[config.mk]
export PLATFORM = sky130hd
export DESIGN_NAME = memory_module
export DESIGN_NICKNAME = d
export VERILOG_FILES = /design/src/rtl/memory_module.sv
export SDC_FILE = /design/constraint.sdc
export NUM_CORES = 1
export LEC_CHECK = 0
export BUFFER_PORTS_ARGS = -buffer_cell sky130_fd_sc_hd__buf_2
export CORE_UTILIZATION = 30
export CTS_CLUSTER_DIAMETER = 200
export DETAILED_ROUTE_END_ITERATION = 16
export RECOVER_POWER = 100
export SYNTH_ARGS = -nofsm -noshare
export SYNTH_HDL_FRONTEND = slang
export SYNTH_SLANG_ARGS = --single-unit
[constraint.sdc]
create_clock -name clk -period 8.15 [get_ports clk]
set_input_delay 2.0375 -clock clk [delete_from_list [all_inputs] [get_ports clk]]
set_output_delay 2.0375 -clock clk [all_outputs]
set_load 0.005 [all_outputs]
[src/rtl/memory_module.sv]
// Dual-bank 4x4 byte matrix store: control selects which bank is written each
// cycle and which bank drives the outputs combinationally.
module memory_module (
  input  logic       clk,
  input  logic       rst,
  input  logic       control,
  input  logic [7:0] arr_in0,
  input  logic [7:0] arr_in1,
  input  logic [7:0] arr_in2,
  input  logic [7:0] arr_in3,
  input  logic [7:0] arr_in4,
  input  logic [7:0] arr_in5,
  input  logic [7:0] arr_in6,
  input  logic [7:0] arr_in7,
  input  logic [7:0] arr_in8,
  input  logic [7:0] arr_in9,
  input  logic [7:0] arr_in10,
  input  logic [7:0] arr_in11,
  input  logic [7:0] arr_in12,
  input  logic [7:0] arr_in13,
  input  logic [7:0] arr_in14,
  input  logic [7:0] arr_in15,
  output logic [7:0] arr_out0,
  output logic [7:0] arr_out1,
  output logic [7:0] arr_out2,
  output logic [7:0] arr_out3,
  output logic [7:0] arr_out4,
  output logic [7:0] arr_out5,
  output logic [7:0] arr_out6,
  output logic [7:0] arr_out7,
  output logic [7:0] arr_out8,
  output logic [7:0] arr_out9,
  output logic [7:0] arr_out10,
  output logic [7:0] arr_out11,
  output logic [7:0] arr_out12,
  output logic [7:0] arr_out13,
  output logic [7:0] arr_out14,
  output logic [7:0] arr_out15
);

  localparam int unsigned LANES = 16;

  logic [7:0] in_lane  [LANES];
  logic [7:0] out_lane [LANES];
  logic [7:0] bank_m   [LANES];
  logic [7:0] bank_f   [LANES];

  // Gather the flat row-major ports into lane arrays.
  assign in_lane[0]  = arr_in0;
  assign in_lane[1]  = arr_in1;
  assign in_lane[2]  = arr_in2;
  assign in_lane[3]  = arr_in3;
  assign in_lane[4]  = arr_in4;
  assign in_lane[5]  = arr_in5;
  assign in_lane[6]  = arr_in6;
  assign in_lane[7]  = arr_in7;
  assign in_lane[8]  = arr_in8;
  assign in_lane[9]  = arr_in9;
  assign in_lane[10] = arr_in10;
  assign in_lane[11] = arr_in11;
  assign in_lane[12] = arr_in12;
  assign in_lane[13] = arr_in13;
  assign in_lane[14] = arr_in14;
  assign in_lane[15] = arr_in15;

  // NOTE: both banks must read zero after reset, so the storage is cleared in
  // the reset branch and therefore maps to flops, not a RAM macro.
  always_ff @(posedge clk) begin
    if (rst) begin
      for (int i = 0; i < LANES; i++) begin
        // NOTE: non-blocking assignment keeps every flop sampling pre-edge values.
        bank_m[i] <= '0;
        bank_f[i] <= '0;
      end
    end else if (control) begin
      for (int i = 0; i < LANES; i++) bank_m[i] <= in_lane[i];
    end else begin
      for (int i = 0; i < LANES; i++) bank_f[i] <= in_lane[i];
    end
  end

  // NOTE: every lane gets a default before the select so no latch is inferred.
  always_comb begin
    for (int i = 0; i < LANES; i++) begin
      out_lane[i] = bank_f[i];
      if (control) out_lane[i] = bank_m[i];
    end
  end

  assign arr_out0  = out_lane[0];
  assign arr_out1  = out_lane[1];
  assign arr_out2  = out_lane[2];
  assign arr_out3  = out_lane[3];
  assign arr_out4  = out_lane[4];
  assign arr_out5  = out_lane[5];
  assign arr_out6  = out_lane[6];
  assign arr_out7  = out_lane[7];
  assign arr_out8  = out_lane[8];
  assign arr_out9  = out_lane[9];
  assign arr_out10 = out_lane[10];
  assign arr_out11 = out_lane[11];
  assign arr_out12 = out_lane[12];
  assign arr_out13 = out_lane[13];
  assign arr_out14 = out_lane[14];
  assign arr_out15 = out_lane[15];

endmodule

==> results.cfg, run 1 <==
[grt]
grt.met3_usage_pct = 4.72
antenna_found_initial = 8
busiest_layer = met2
globalRouteTotalUtil_pct = 11.5
grt_pass1_wl_um = 35100
grt_use_met1_pct = 14.4
gr-total-overflow = 0
gr-usage-met2_pct = 18.2
grt_pass1_vias = 6218
grt_max_degree = 113

[pwr]
total_leakage_power_nw = 5.45
power_switching_w = 0.000683
cell_internal_pwr_w = 0.00246
comb_power_share_pct = 9.5
pwr_density_cell_nw_per_um2 = 230
power_frac_seq_pct = 50.8
switching_share_pct = 21.7
p_clk_share_pct = 39.7
power_w = 0.00315
ir_worst_vdd_uv = 142

[floorplanning]
start_util_pct = 30.6
die_x_um = 198
coreArea_um2 = 37800
fp.dieH_um = 198
ios = 259
die-area_um2 = 39300
rows = 71

[yosys]
async_flop_share_pct = 0
synth_edf_count = 256
synth_top_area_share_pct = 66.5
synth_warnings = 0
synth.avg_cell_area_um2 = 17.8
synth_cells = 649
yosys.area.top_type = edfxtp_1
syn-cell-area_um2 = 11600
synth_area_leaders = edfxtp_1 67%, mux2_2 12%, nor3b_2 8.7%
synth_top_flop_cell = edfxtp_1
seq_area_frac_synth_pct = 66.5
synth_fp_nets = 780
synth_cell_types = 13
yosys-top-cells-count = 256 x edfxtp_1, 128 x mux2_2, 80 x and3b_1, 80 x nor3b_2, 42 x nor2b_1
synth_most_common_cell = edfxtp_1
synth_seq_cells = 256

[clock_network]
cts_tree = done
post_cts_buffers = 0
clock_sinks = 256
root_buffer = clkbuf_16
h-tree-depth = 1
hold_buffers = 0
numCtsBuffers = 29
cts.clk_slew.worst_paths_ns = 0.06
post_cts_resize_count = 0
clock_path_buffers = 3

[outcome]
violations = max-capacitance violations, max-slew violations
status = finished with violations

[detailed_routing]
routed_via_density = 4.39
wirelength_um = 23300
drt-wirelength-per-cell_um = 16.4
first_iter_violations = 230
dr.pass1.iters = 4
drc = 0
ant_nets = 0
num_vias = 6263

[job]
cap_violations = 4

[timing]
finalSetupViolCount = 0
tightest_slew_ns = 3.39
holdWs_ns = 1.80
max_slew_margin_pct = -126
rsz0062_at_grt = false
fmax_ghz = 0.153
slew_viol_final = 260
finalCriticalPeriod_ns = 6.52
period_share_pct = 80.1
hold_violations = 0
setup_tns_ns = 0

[critical_path]
worstPathRequired_ns = 8.32
crit_type = in2reg
cp-start-kind = primary input
arrival_ns = 6.69
crit_path_end_kind = flop
crit_fanout = 99
critical_path.slowest_cell = or2_1
cp_slowest_stage_delay_ns = 2.47
path_buf_inv = 3
cpLargestDelayFamily = simple AND/OR/NAND/NOR gates
path_cells = buf_8 -> buf_12 -> or2_1 -> clkbuf_2

[placement]
hpwl_um = 14000
io_buffers = 258
place_area_um2 = 13200
place_congestion = 0.672

[final_layout]
nets = 1021
final_core_util_pct = 36.2
syn_to_final_growth_pct = 18.2
fin_area_um2 = 13700
drive_above_1_share_pct = 39.4

[worst_hold_path]
hold_class = in2reg
-- final cells by class --
type | count | area, um^2
antenna | 3 | 7.51
sequential | 256 | 7690
timing repair buffer | 265 | 1280
clock inverter | 19 | 165
clock buffer | 35 | 748
multi-input combinational | 338 | 3140
tap | 511 | 639
fill | 3713 | 24100
-- layout by cell type, fill, tap and decap left out, drive strengths merged --
master and count:
inv 1, mux2 128, bufinv 3, buf 183
nor3b 80, or2 1, clkbuf 117, diode 3
and2b 6, and3b 80, clkinv 14, nor2b 42
edfxtp 256, nand2b 1, clkinvlp 1
-- registers in the layout, indices dropped and copies added, names as in the netlist --
| register | flops |
|---|---|
| bank_f | 128 |
| bank_m | 128 |
-- power by group through the flow --
stage	Clock, W	Combinational [W]	Sequential, W
global placement	0	0.000322	0.00162
finish	0.00125	0.000298	0.00160
global route	0.00133	0.000331	0.00161
CTS	0.00129	0.000327	0.00160
floorplan	0	0.000195	0.00162
detailed placement	0	0.000324	0.00162
-- routing by layer --
layer  wire length (um)  part of all wire (%)
met5                 61                  0.26
met4                493                   2.1
met3               2130                   9.1
met2              10600                    45
met1              10100                    43
-- stage by stage --
step | worst slack [ns] | std cells
6_report | 1.63 | 1427
4_1_cts | 2.42 | 1424
2_1_floorplan | 2.23 | 649
3_3_place_gp | 2.43 | 1370
5_1_grt | 1.18 | 1424
3_5_place_dp | 2.42 | 1370
-- cell families (layout without fill, tap and decap cells) --
kind of cell / after synthesis / count (layout) / synth area share, %
AND/OR/NAND/NOR: 210 / 210 / 17.5
buffers and inverters: 55 / 319 / 3.51
flip-flops: 256 / 256 / 66.5
multiplexers: 128 / 128 / 12.5
other: 0 / 3 / 0
-- worst paths after layout --
path   startpoint                     endpoint  slack [ns]  depth (start not counted)
max       control  bank_m[0][37]$_SDFFCE_PN0P_        1.63                          4
min   arr_in11[1]      bank_m[0][89]$_DFFE_PP_        1.80                          2
Power figures use the tool's default switching activity.
==> run 2, diff against run 1 <==
==> constraint.sdc (replaced) <==
create_clock -name clk -period 6.5 [get_ports clk]
set_input_delay 1.625 -clock clk [delete_from_list [all_inputs] [get_ports clk]]
set_output_delay 1.625 -clock clk [all_outputs]
set_load 0.005 [all_outputs]
==> results.cfg, run 2 (synthesis gave the netlist of run 1 again) <==
[pwr]
power_w = 0.00386
ir_worst_vdd_uv = 193
pwr_density_cell_nw_per_um2 = 284
total_leakage_power_nw = 5.48

[floorplanning]
fp.dieH_um = 198
rows = 71
coreArea_um2 = 37800
start_util_pct = 30.6
die_x_um = 198
die-area_um2 = 39300
ios = 259

[grt]
grt_pass1_vias = 6314
grt_max_degree = 118
grt_pass1_wl_um = 35300
gr-total-overflow = 0
globalRouteTotalUtil_pct = 11.5
antenna_found_initial = 2

[detailed_routing]
ant_nets = 0
drt-wirelength-per-cell_um = 16.6
dr.pass1.iters = 4
num_vias = 6353
wirelength_um = 23600
first_iter_violations = 289
routed_via_density = 4.46
drc = 0

[final_layout]
diodes = 0
drive_above_1_share_pct = 40.8
syn_to_final_growth_pct = 17.9
finalNonFillerCells = 1426
nets = 1025
top_regs = bank_f: 128 flops, bank_m: 128 flops
final_common_cell = edfxtp_1
final_cell_mix = 256 x edfxtp_1, 193 x buf_2, 120 x mux2_2, 80 x and3b_1, 77 x clkbuf_1

[clock_network]
numCtsBuffers = 29
clock_sinks = 256
h-tree-depth = 1
clock_path_buffers = 3
cts.clk_slew.worst_paths_ns = 0.06
cts_tree = done
post_cts_buffers = 0
post_cts_resize_count = 0
root_buffer = clkbuf_16
hold_buffers = 0

[timing]
tightest_slew_ns = 2.81
holdWs_ns = 1.39
slew_viol_final = 276
hold_violations = 0
max_slew_margin_pct = -87.4
finalSetupViolCount = 0
setup_tns_ns = 0
finalCriticalPeriod_ns = 5.43
fmax_ghz = 0.184
rsz0062_at_grt = false
period_share_pct = 83.5
setup_slack_ns = 1.07

[placement]
post-place-ws_ns = 1.54
hpwl_um = 14300
dp.cells = 1374
place_congestion = 0.683
io_buffers = 258

[job]
cap_violations = 4

[critical_path]
crit_path_end_kind = flop
crit_path_start = control
worstPathRequired_ns = 6.62
crit_path_end = bank_m[0][6]$_SDFFCE_PN0P_
cp-start-kind = primary input
crit_fanout = 117
arrival_ns = 5.55
crit_type = in2reg

[outcome]
violations = max-capacitance violations, max-slew violations
status = finished with violations

[worst_hold_path]
hold_class = in2reg
## run 2: changes by cell type in the layout (fill, tap and decap cells not counted), sizes merged
cell      delta
clkbuf       -7
diode        -3
clkinvlp     -1
bufinv       -2
clkinv       -2
buf         +14
## run 2: worst min-delay path by stage
| stage | startpoint | cells after the start | end | slack, ns |
|---|---|---|---|---|
| final | arr_in14[2] | 2 | bank_m[0][114]$_DFFE_PP_ | 1.39 |
| after CTS | arr_in14[2] | 2 | bank_m[0][114]$_DFFE_PP_ | 1.35 |
| after detailed placement | arr_in14[2] | 2 | bank_m[0][114]$_DFFE_PP_ | 1.94 |
| after global placement | arr_in11[4] | 2 | bank_f[0][92]$_DFFE_PP_ | 1.93 |
| after global routing | arr_in0[0] | 2 | bank_m[0][0]$_SDFFCE_PN0P_ | 1.36 |
| after floorplan | arr_in12[7] | 1 | bank_f[0][103]$_DFFE_PP_ | 1.84 |
## run 2: final cells by class
cell class | instances | area, um^2
fillers | 3699 | 24100
clock buffers | 38 | 759
repair buffers | 269 | 1310
well taps | 511 | 639
flip-flops and latches | 256 | 7690
multi-input cells | 338 | 3140
clock inverters | 14 | 90.1
## run 2: through the flow
step | util (%) | instance area (um^2)
2_1_floorplan | - | 11600
4_1_cts | 37.3 | 14100
6_report | 36.1 | 13600
3_3_place_gp | 35.1 | 13200
5_1_grt | 36.1 | 13600
3_5_place_dp | 35.1 | 13200
## run 2: power breakdown
group / switching [W] / internal (W) / total (W) / leakage, nW
registers: 0.0000301 / 0.00197 / 0.00200 / 2.74
clock network: 0.000629 / 0.000854 / 0.00148 / 0.417
logic: 0.000192 / 0.000187 / 0.000379 / 2.33
total: 0.000851 / 0.00301 / 0.00386 / 5.48
## run 2: routing by layer
metal / up-vias / GRT usage [%] / part of all wire, %
met4: 2 / 2.84 / 1.6
met1: 3157 / 15.4 / 44
met5: - / 0 / 0.051
met3: 32 / 4.16 / 9.4
met2: 192 / 17.7 / 45
li1: 2970 / - / -
## run 2: critical path, stage by stage
cell and delay (ns):
buf_8 0.54, clkbuf_1 0.80, or2_4 0.83, clkbuf_2 1.53
